[src/rtl/io_bus_arbiter.sv]
// io_bus_arbiter: two-port round-robin arbiter and sequencer in front of the
// single-bit-per-address I/O block. Each accepted request runs a fixed
// IDLE -> ISSUE -> CAPTURE -> DONE sequence: one strobe cycle on the I/O side,
// one cycle for the I/O block's registered read data, then a one-cycle ack.
module io_bus_arbiter #(
  parameter int WIDTH     = 16,
  parameter int ADDR_BITS = 16
) (
  input  logic                 clk,
  input  logic                 reset,
  input  logic                 req0,
  input  logic                 req1,
  input  logic                 we0,
  input  logic                 we1,
  input  logic [ADDR_BITS-1:0] adr0,
  input  logic [ADDR_BITS-1:0] adr1,
  input  logic [WIDTH-1:0]     wdata0,
  input  logic [WIDTH-1:0]     wdata1,
  output logic                 busy0,
  output logic                 busy1,
  output logic                 ack0,
  output logic                 ack1,
  output logic [WIDTH-1:0]     rdata0,
  output logic [WIDTH-1:0]     rdata1,
  output logic                 io_en,
  output logic                 io_memwrite,
  output logic                 io_memread,
  output logic [ADDR_BITS-1:0] io_adr,
  output logic [WIDTH-1:0]     io_writedata,
  input  logic [WIDTH-1:0]     io_memdata
);

  typedef enum logic [1:0] {IDLE, ISSUE, CAPTURE, DONE} state_t;

  state_t               state_q, state_d;
  logic                 pend0_q, pend1_q;
  logic                 busy0_q, busy1_q;
  logic                 we0_q, we1_q;
  logic [ADDR_BITS-1:0] adr0_q, adr1_q;
  logic [WIDTH-1:0]     wd0_q, wd1_q;
  logic                 gnt_q;     // port currently in service
  logic                 last_q;    // port served most recently
  logic                 io_we_q;
  logic [ADDR_BITS-1:0] io_adr_q;
  logic [WIDTH-1:0]     io_wd_q;
  logic [WIDTH-1:0]     rdata0_q, rdata1_q;

  logic                 accept0, accept1;
  logic                 grant_vld, grant_port;
  logic                 g_we;
  logic [ADDR_BITS-1:0] g_adr;
  logic [WIDTH-1:0]     g_wd;

  // A request is taken only while its port has nothing outstanding.
  assign accept0 = req0 & ~busy0_q;
  assign accept1 = req1 & ~busy1_q;

  // Arbitration: on a tie the port that was not served last wins.
  assign grant_vld  = (state_q == IDLE) & (pend0_q | pend1_q);
  assign grant_port = (pend0_q & pend1_q) ? ~last_q : pend1_q;
  assign g_we       = grant_port ? we1_q  : we0_q;
  assign g_adr      = grant_port ? adr1_q : adr0_q;
  assign g_wd       = grant_port ? wd1_q  : wd0_q;

  // State register.
  always_ff @(posedge clk) begin
    if (reset) state_q <= IDLE;
    else       state_q <= state_d;
  end

  // Next-state logic: fixed four-cycle sequence once a grant is made.
  always_comb begin
    state_d = state_q;
    case (state_q)
      IDLE:    if (grant_vld) state_d = ISSUE;
      ISSUE:   state_d = CAPTURE;
      CAPTURE: state_d = DONE;
      DONE:    state_d = IDLE;
      default: state_d = IDLE;
    endcase
  end

  // Output decode: strobes only in ISSUE, ack only in DONE for the granted port.
  always_comb begin
    io_en       = 1'b0;
    io_memwrite = 1'b0;
    io_memread  = 1'b0;
    ack0        = 1'b0;
    ack1        = 1'b0;
    case (state_q)
      ISSUE: begin
        io_en       = 1'b1;
        io_memwrite = io_we_q;
        io_memread  = ~io_we_q;
      end
      DONE: begin
        ack0 = ~gnt_q;
        ack1 = gnt_q;
      end
      default: ;
    endcase
  end

  // Pending and busy flags: busy spans acceptance until the ack cycle ends.
  always_ff @(posedge clk) begin
    if (reset) begin
      pend0_q <= 1'b0;
      pend1_q <= 1'b0;
      busy0_q <= 1'b0;
      busy1_q <= 1'b0;
    end else begin
      if (accept0)                       pend0_q <= 1'b1;
      else if (grant_vld && !grant_port) pend0_q <= 1'b0;
      if (accept1)                       pend1_q <= 1'b1;
      else if (grant_vld && grant_port)  pend1_q <= 1'b0;
      if (accept0)   busy0_q <= 1'b1;
      else if (ack0) busy0_q <= 1'b0;
      if (accept1)   busy1_q <= 1'b1;
      else if (ack1) busy1_q <= 1'b0;
    end
  end

  // Per-port request slots; contents are only meaningful while pend is set.
  always_ff @(posedge clk) begin
    if (accept0) begin
      we0_q  <= we0;
      adr0_q <= adr0;
      wd0_q  <= wdata0;
    end
    if (accept1) begin
      we1_q  <= we1;
      adr1_q <= adr1;
      wd1_q  <= wdata1;
    end
  end

  // Grant bookkeeping and I/O address/data; these hold outside ISSUE.
  always_ff @(posedge clk) begin
    if (reset) begin
      gnt_q    <= 1'b0;
      last_q   <= 1'b1;
      io_we_q  <= 1'b0;
      io_adr_q <= '0;
      io_wd_q  <= '0;
    end else if (grant_vld) begin
      gnt_q    <= grant_port;
      last_q   <= grant_port;
      io_we_q  <= g_we;
      io_adr_q <= g_adr;
      io_wd_q  <= g_wd;
    end
  end

  // Read data capture at the end of CAPTURE; writes leave rdata untouched.
  always_ff @(posedge clk) begin
    if (reset) begin
      rdata0_q <= '0;
      rdata1_q <= '0;
    end else if (state_q == CAPTURE && !io_we_q) begin
      if (gnt_q) rdata1_q <= io_memdata;
      else       rdata0_q <= io_memdata;
    end
  end

  assign busy0        = busy0_q;
  assign busy1        = busy1_q;
  assign rdata0       = rdata0_q;
  assign rdata1       = rdata1_q;
  assign io_adr       = io_adr_q;
  assign io_writedata = io_wd_q;

endmodule

[config.mk]
export PLATFORM = sky130hd
export DESIGN_NAME = io_bus_arbiter
export DESIGN_NICKNAME = d
export VERILOG_FILES = /design/src/rtl/io_bus_arbiter.sv
export SDC_FILE = /design/constraint.sdc
export NUM_CORES = 1
export LEC_CHECK = 0
export CORE_MARGIN = 4
export CORE_UTILIZATION = 40
export CTS_BUF_LIST = sky130_fd_sc_hd__clkbuf_4
export CTS_CLUSTER_SIZE = 40
export DETAILED_ROUTE_END_ITERATION = 6
export PLACE_DENSITY_LB_ADDON = 0.2
export SLEW_MARGIN = 25
export SYNTH_ARGS = -nofsm -noshare
export SYNTH_HDL_FRONTEND = slang
export SYNTH_SLANG_ARGS = --single-unit
[constraint.sdc]
create_clock -name clk -period 1.9 [get_ports clk]
set_input_delay 0.285 -clock clk [delete_from_list [all_inputs] [get_ports clk]]
set_output_delay 0.285 -clock clk [all_outputs]
set_load 0.01 [all_outputs]
## Word level (Yosys, flattened, before mapping)

Cells that the tools add are included.

| word-level totals | value |
|---|---|
| bits in writable memories | 0 |
| output and inout bits | 71 |
| flip-flop bits (word level) | 139 |
| latch bits | 0 |
| bits in read-only memories | 0 |
| memories kept | 0 |
| word-level logic and storage cells | 63 |
| input port bits | 86 |

| cells by class | value |
|---|---|
| multiply operators | 0 |
| reductions and logical operators | 12 |
| equal/unequal tests | 4 |
| div/mod/pow operators | 0 |
| mux-type cells | 19 |
| bitwise logic cells | 10 |
| shift operators | 0 |
| order comparisons | 0 |
| $add $sub $neg | 0 |

Operators with widths:

| cell | count |
|---|---|
| 16-bit 2-to-1 mux | 2 |
| 1-bit 2-to-1 mux | 15 |
| 2-bit one-hot mux with 4 select lines | 1 |
| 2-bit nonzero test | 4 |
| 1-bit inverter | 5 |
| 1-bit bitwise AND | 4 |
| 2-bit equality test (second input constant) | 2 |
| 2-bit AND reduction | 2 |
| 1-bit logical AND | 3 |
| 2-bit by 1-bit equality test with 1-bit output (second input constant) | 1 |
| 1-bit zero test | 2 |
| 2-bit zero test | 1 |
| 2-bit 2-to-1 mux | 1 |
| 2-bit inequality test (second input constant) | 1 |
| 1-bit OR | 1 |

## Logic depth before layout (Yosys ltp)

| logic depth | value |
|---|---|
| depth after elaboration | 6 |
| depth in mapped cells | 7 |
| mapped depth without buffers | 5 |

## Least setup slack after synthesis

No wires, ideal clock.

| timing | value |
|---|---|
| kind | register -> register |
| from | register busy0_q, in the netlist busy0 |
| to | register adr0_q[0], enable pin |
| path buffers | 0 |
| stages on the path, launching flop included | 3 |
| period minus slack after synthesis | 1.548 ns |
| slack | 0.352 ns |
| data required time | 1.512 ns |
| data arrival time | 1.160 ns |
| library setup time | 0.388 ns |
| path through | dfxtp_1 > nand2b_1 > inv_1 |

| on the way | value |
|---|---|
| cells in the longest elaborated chain, start to end | 2 |

Ends and longest elaborated chain:

| what | RTL line | text |
|---|---|---|
| from (decl) | 37 | `logic busy0_q, busy1_q;` |
| from (signal assigned) | 109 | `busy0_q <= 1'b0;` |
| from (signal assigned) | 116 | `if (accept0) busy0_q <= 1'b1;` |
| from (signal assigned) | 117 | `else if (ack0) busy0_q <= 1'b0;` |
| 1-bit inverter | 55 | `assign accept0 = req0 & ~busy0_q;` |
| 1-bit bitwise AND | 55 |  |
| named net accept0 | 48 | `logic accept0, accept1;` |
| to (signal assigned) | 127 | `adr0_q <= adr0;` |
| to (decl) | 39 | `logic [ADDR_BITS-1:0] adr0_q, adr1_q;` |

The timed path passes the listed nets, and every way through them passes these cells.
A chain may end at the register's enable or synchronous reset.

## Final worst setup path

| timing | value |
|---|---|
| from | register state_q[1] |
| to | output port ack0 |

| on the way | value |
|---|---|
| cells in the longest elaborated chain, start to end | 2 |

Ends and longest elaborated chain:

| what | RTL line | text |
|---|---|---|
| from (decl) | 35 | `state_t state_q, state_d;` |
| from (signal assigned) | 68 | `else state_q <= state_d;` |
| 2-bit equality test | 90 | `case (state_q)` |
| 1-bit 2-to-1 mux | 90 |  |
| to (decl) | 21 | `output logic ack0,` |

Every way passes these cells.

==> impl_metrics.tcl <==
set metrics [dict create \
    die_w_um 127.2 \
    worstPathArrival_ns 1.51 \
    tightest_slew_ns 0.5927 \
    grt_remaining_overflow 0 \
    grt_pass1_wl_um 22510 \
    crit_type "register to primary output" \
    wl_um 14270 \
    irDropWorstVdd_v 0.0006155 \
    stdcell_area_mm2 0.007699 \
    p_sw_share_pct 32.96 \
    placedInstanceArea_mm2 0.007436 \
    die_h_um 127.2 \
    use_met1_pct 22.82 \
    start_kind "register" \
    io_buffer_count 156 \
    cts_tree "yes" \
    postCtsHoldBufs 0 \
    finalCriticalPeriod_ns 1.799 \
    syn-num-nets 633 \
    setup-violations-final 0 \
    layout_setup_ws_ns 0.1007 \
    cp-startpoint "state_q[1]$_SDFFE_PP0P_" \
    slew_headroom_pct 60.37 \
    grt_start_max_net_pins 79 \
    syn2layout_area_growth_pct 35.38 \
    hp-class "primary input to register" \
    p_comb_share_pct 33.3 \
    total_power_mw 8.488 \
    dieArea_mm2 0.01619 \
    cp_slowest_stage_delay_ns 0.35 \
    gp_congestion 0.7544 \
    hp-start "reset" \
    hpwl_um 9593 \
    seqPwrFrac_pct 45.2 \
    synth_area_leader_cell "edfxtp_1" \
    clock_latency_ns 0.52 \
    synth_top_area_share_pct 34.85 \
    path_clk_slew_ns 0.11 \
    ys_seq_area_share_pct 60.55 \
    grt_use_met2_pct 28.30 \
    worstReg2RegStart "state_q[0]$_SDFFE_PP0P_" \
    antenna_cells 0 \
    slew_viol_final 0 \
    critPathCaptureType "primary output" \
    clock-sinks 139 \
    synth_seq_cells 139 \
    cts_made_buffers 17 \
    num_rows 43 \
    critPathMaxFanout 2 \
    ioPinCount 157 \
    rsz0062_at_grt "no" \
    clockPowerShare_pct 21.5 \
    fmax_mhz 555.8 \
    first_global_vias 4421 \
    antenna_found_initial 0 \
    nFillCells 1230 \
    hold_violations 0 \
    via_per_inst 5.214 \
    drive_above_1_share_pct 9.000 \
    cap_violations 0 \
    drtIter0Drc 288 \
    ant_nets 0 \
    synth_warnings 0 \
    dr_total_vias 4588 \
    cp.buffers_inverters 2 \
    nNetsFinal 777 \
    clockRootBuffer "clkbuf_4" \
    powerDensity_mw_per_mm2 1103 \
    top_usage_layer "met2" \
    firstDrtPassIters 5 \
    tns_ns 0 \
    post-route-drc-count 0 \
    crit_chain "buf_4 -> ha_1 -> nor2b_2 -> buf_2" \
    start_util_pct 40.97 \
    crit_slowest_cell "dfxtp_2" \
    dp_slack_ns 0.09867 \
    period_share_pct 94.70 \
    synth_area_mm2 0.005687 \
    p_int_mw 5.690 \
    grt_use_total_pct 17.62 \
    status "completed" \
    switching_power_mw 2.798 \
    skew_ns 0.008408 \
    core_mm2 0.01388 \
    p_leak_nw 2.588 \
    critPathRequiredTime_ns 1.62 \
    htreeDepth 4 \
    cpLargestDelayFamily "flip-flops" \
    routedWlPerCell_um 16.22 \
    avgSynthCellArea_um2 10.47 \
    ys_types 31 \
    synth_cells 543 \
    cts_buffer_depth 2 \
    use_met3_pct 5.309 \
    synthTopCellsByArea "edfxtp_1 35%, dfxtp_1 26%, a31oi_1 6.6%" \
]
-- worst paths after layout --
check                                          endpoint  depth (start not counted)  slack [ns]
worst max-delay path                               ack0                          4        0.10
worst min-delay path                 gnt_q$_SDFFE_PP0N_                          2        0.23
worst max register to register   rdata0[6]$_SDFFE_PP0P_                          5        0.23
worst min register to register  rdata1[10]$_SDFFE_PP0P_                          2        0.46
-- metrics by stage --
stage | util [%] | cells | hold slack (ns)
floorplan | - | 543 | 0.3839
global placement | 53.57 | 847 | 0.4434
detailed placement | 53.57 | 847 | 0.4492
CTS | 55.48 | 880 | 0.1623
global route | 55.46 | 880 | 0.1892
finish | 55.46 | 880 | 0.2272
-- cells in the mapped netlist (all sizes together) --
cell,number
and3b,1
nand3b,1
inv,5
nand2b,32
nor3b,1
edfxtp,66
nand2,67
buf,23
nor3,1
a21boi,1
mux2i,3
o21ai,3
a21oi,37
or4,1
dfxtp,73
a21o,30
nand3,60
nor2,6
ha,4
a31oi,60
or3b,1
and2,3
o21a,1
a211oi,6
clkbuf,23
o31ai,1
nor2b,33
-- routing by layer --
| metal | wire length (µm) | up-vias |
|---|---|---|
| li1 | - | 2234 |
| met1 | 6253 | 2142 |
| met2 | 6691 | 193 |
| met3 | 1106 | 19 |
| met4 | 221 | 0 |
| met5 | 0 | - |
-- flip-flops by register name, summed over array words and instances (netlist names) --
| register | flops |
|---|---|
| busy1 | 1 |
| we1_q | 1 |
| rdata0 | 16 |
| rdata1 | 16 |
| gnt_q | 1 |
| wd1_q | 16 |
| state_q | 2 |
| wd0_q | 16 |
| io_we_q | 1 |
| pend1_q | 1 |
| adr1_q | 16 |
| busy0 | 1 |
| pend0_q | 1 |
| adr0_q | 16 |
| io_writedata | 16 |
| we0_q | 1 |
| last_q | 1 |
| io_adr | 16 |
-- cells by family (layout without fill, tap and decap cells) --
group / Yosys count / after routing / synth area share [%]
DFF: 139 / 139 / 60.55
buffers and inverters: 51 / 208 / 4.115
adders and majority gates: 4 / 4 / 0.8801
muxes: 3 / 3 / 0.5281
AOI/OAI and AO/OA: 139 / 139 / 15.47
and+or+nand+nor: 207 / 207 / 18.46
-- timing repair --
| action | in CTS | in global routing |
|---|---|---|
| gates resized for setup | 18 | 4 |
| buffers inserted | 1 | 0 |
| setup endpoints to repair | 5 | 16 |
| gates cloned | 0 | 0 |
-- cell type report --
cell class | instances | area [µm²] | area share, %
flip-flops and latches | 139 | 3448 | 44.79
multi-input cells | 353 | 2036 | 26.44
repair buffers | 171 | 1710 | 22.22
well taps | 180 | 225.2 | 2.925
clock buffers | 18 | 135.1 | 1.755
clock inverters | 14 | 125.1 | 1.625
inverters | 5 | 18.77 | 0.2438
-- power groups by stage --
stage                     combinational [mW]  clock, mW  sequential [mW]
after floorplan                         1.56          0             3.95
after global placement                  2.74          0             3.88
after global routing                    3.11       2.00             3.89
after detailed placement                2.82          0             3.90
after CTS                               2.84       1.89             3.84
final                                   2.82       1.82             3.84
-- worst reg2reg max path: stages (launching register included) --
cell     delay [ns]
dfxtp_2        0.36
inv_1          0.13
ha_1           0.24
or3b_1         0.60
nand2_1        0.18
a21oi_1        0.07
-- cells in the final DEF, fill, tap and decap left out, types with 2 or more instances in the layout --
master	instances
inv_2	3
o21ai_0	3
nand2_1	67
a31oi_1	60
dfxtp_1	69
clkbuf_2	2
and2_1	2
a21oi_1	37
nand3_1	60
ha_1	2
buf_2	3
a211oi_1	6
clkbuf_4	18
nor2b_1	32
edfxtp_1	66
nand2b_1	32
a21o_1	30
clkinv_2	5
clkdlybuf4s50_1	150
inv_1	4
buf_4	10
nor2_1	6
buf_12	5
mux2i_1	3
dfxtp_2	4
bufinv_16	2
inv_4	4
(Power assumes the default switching activity.)
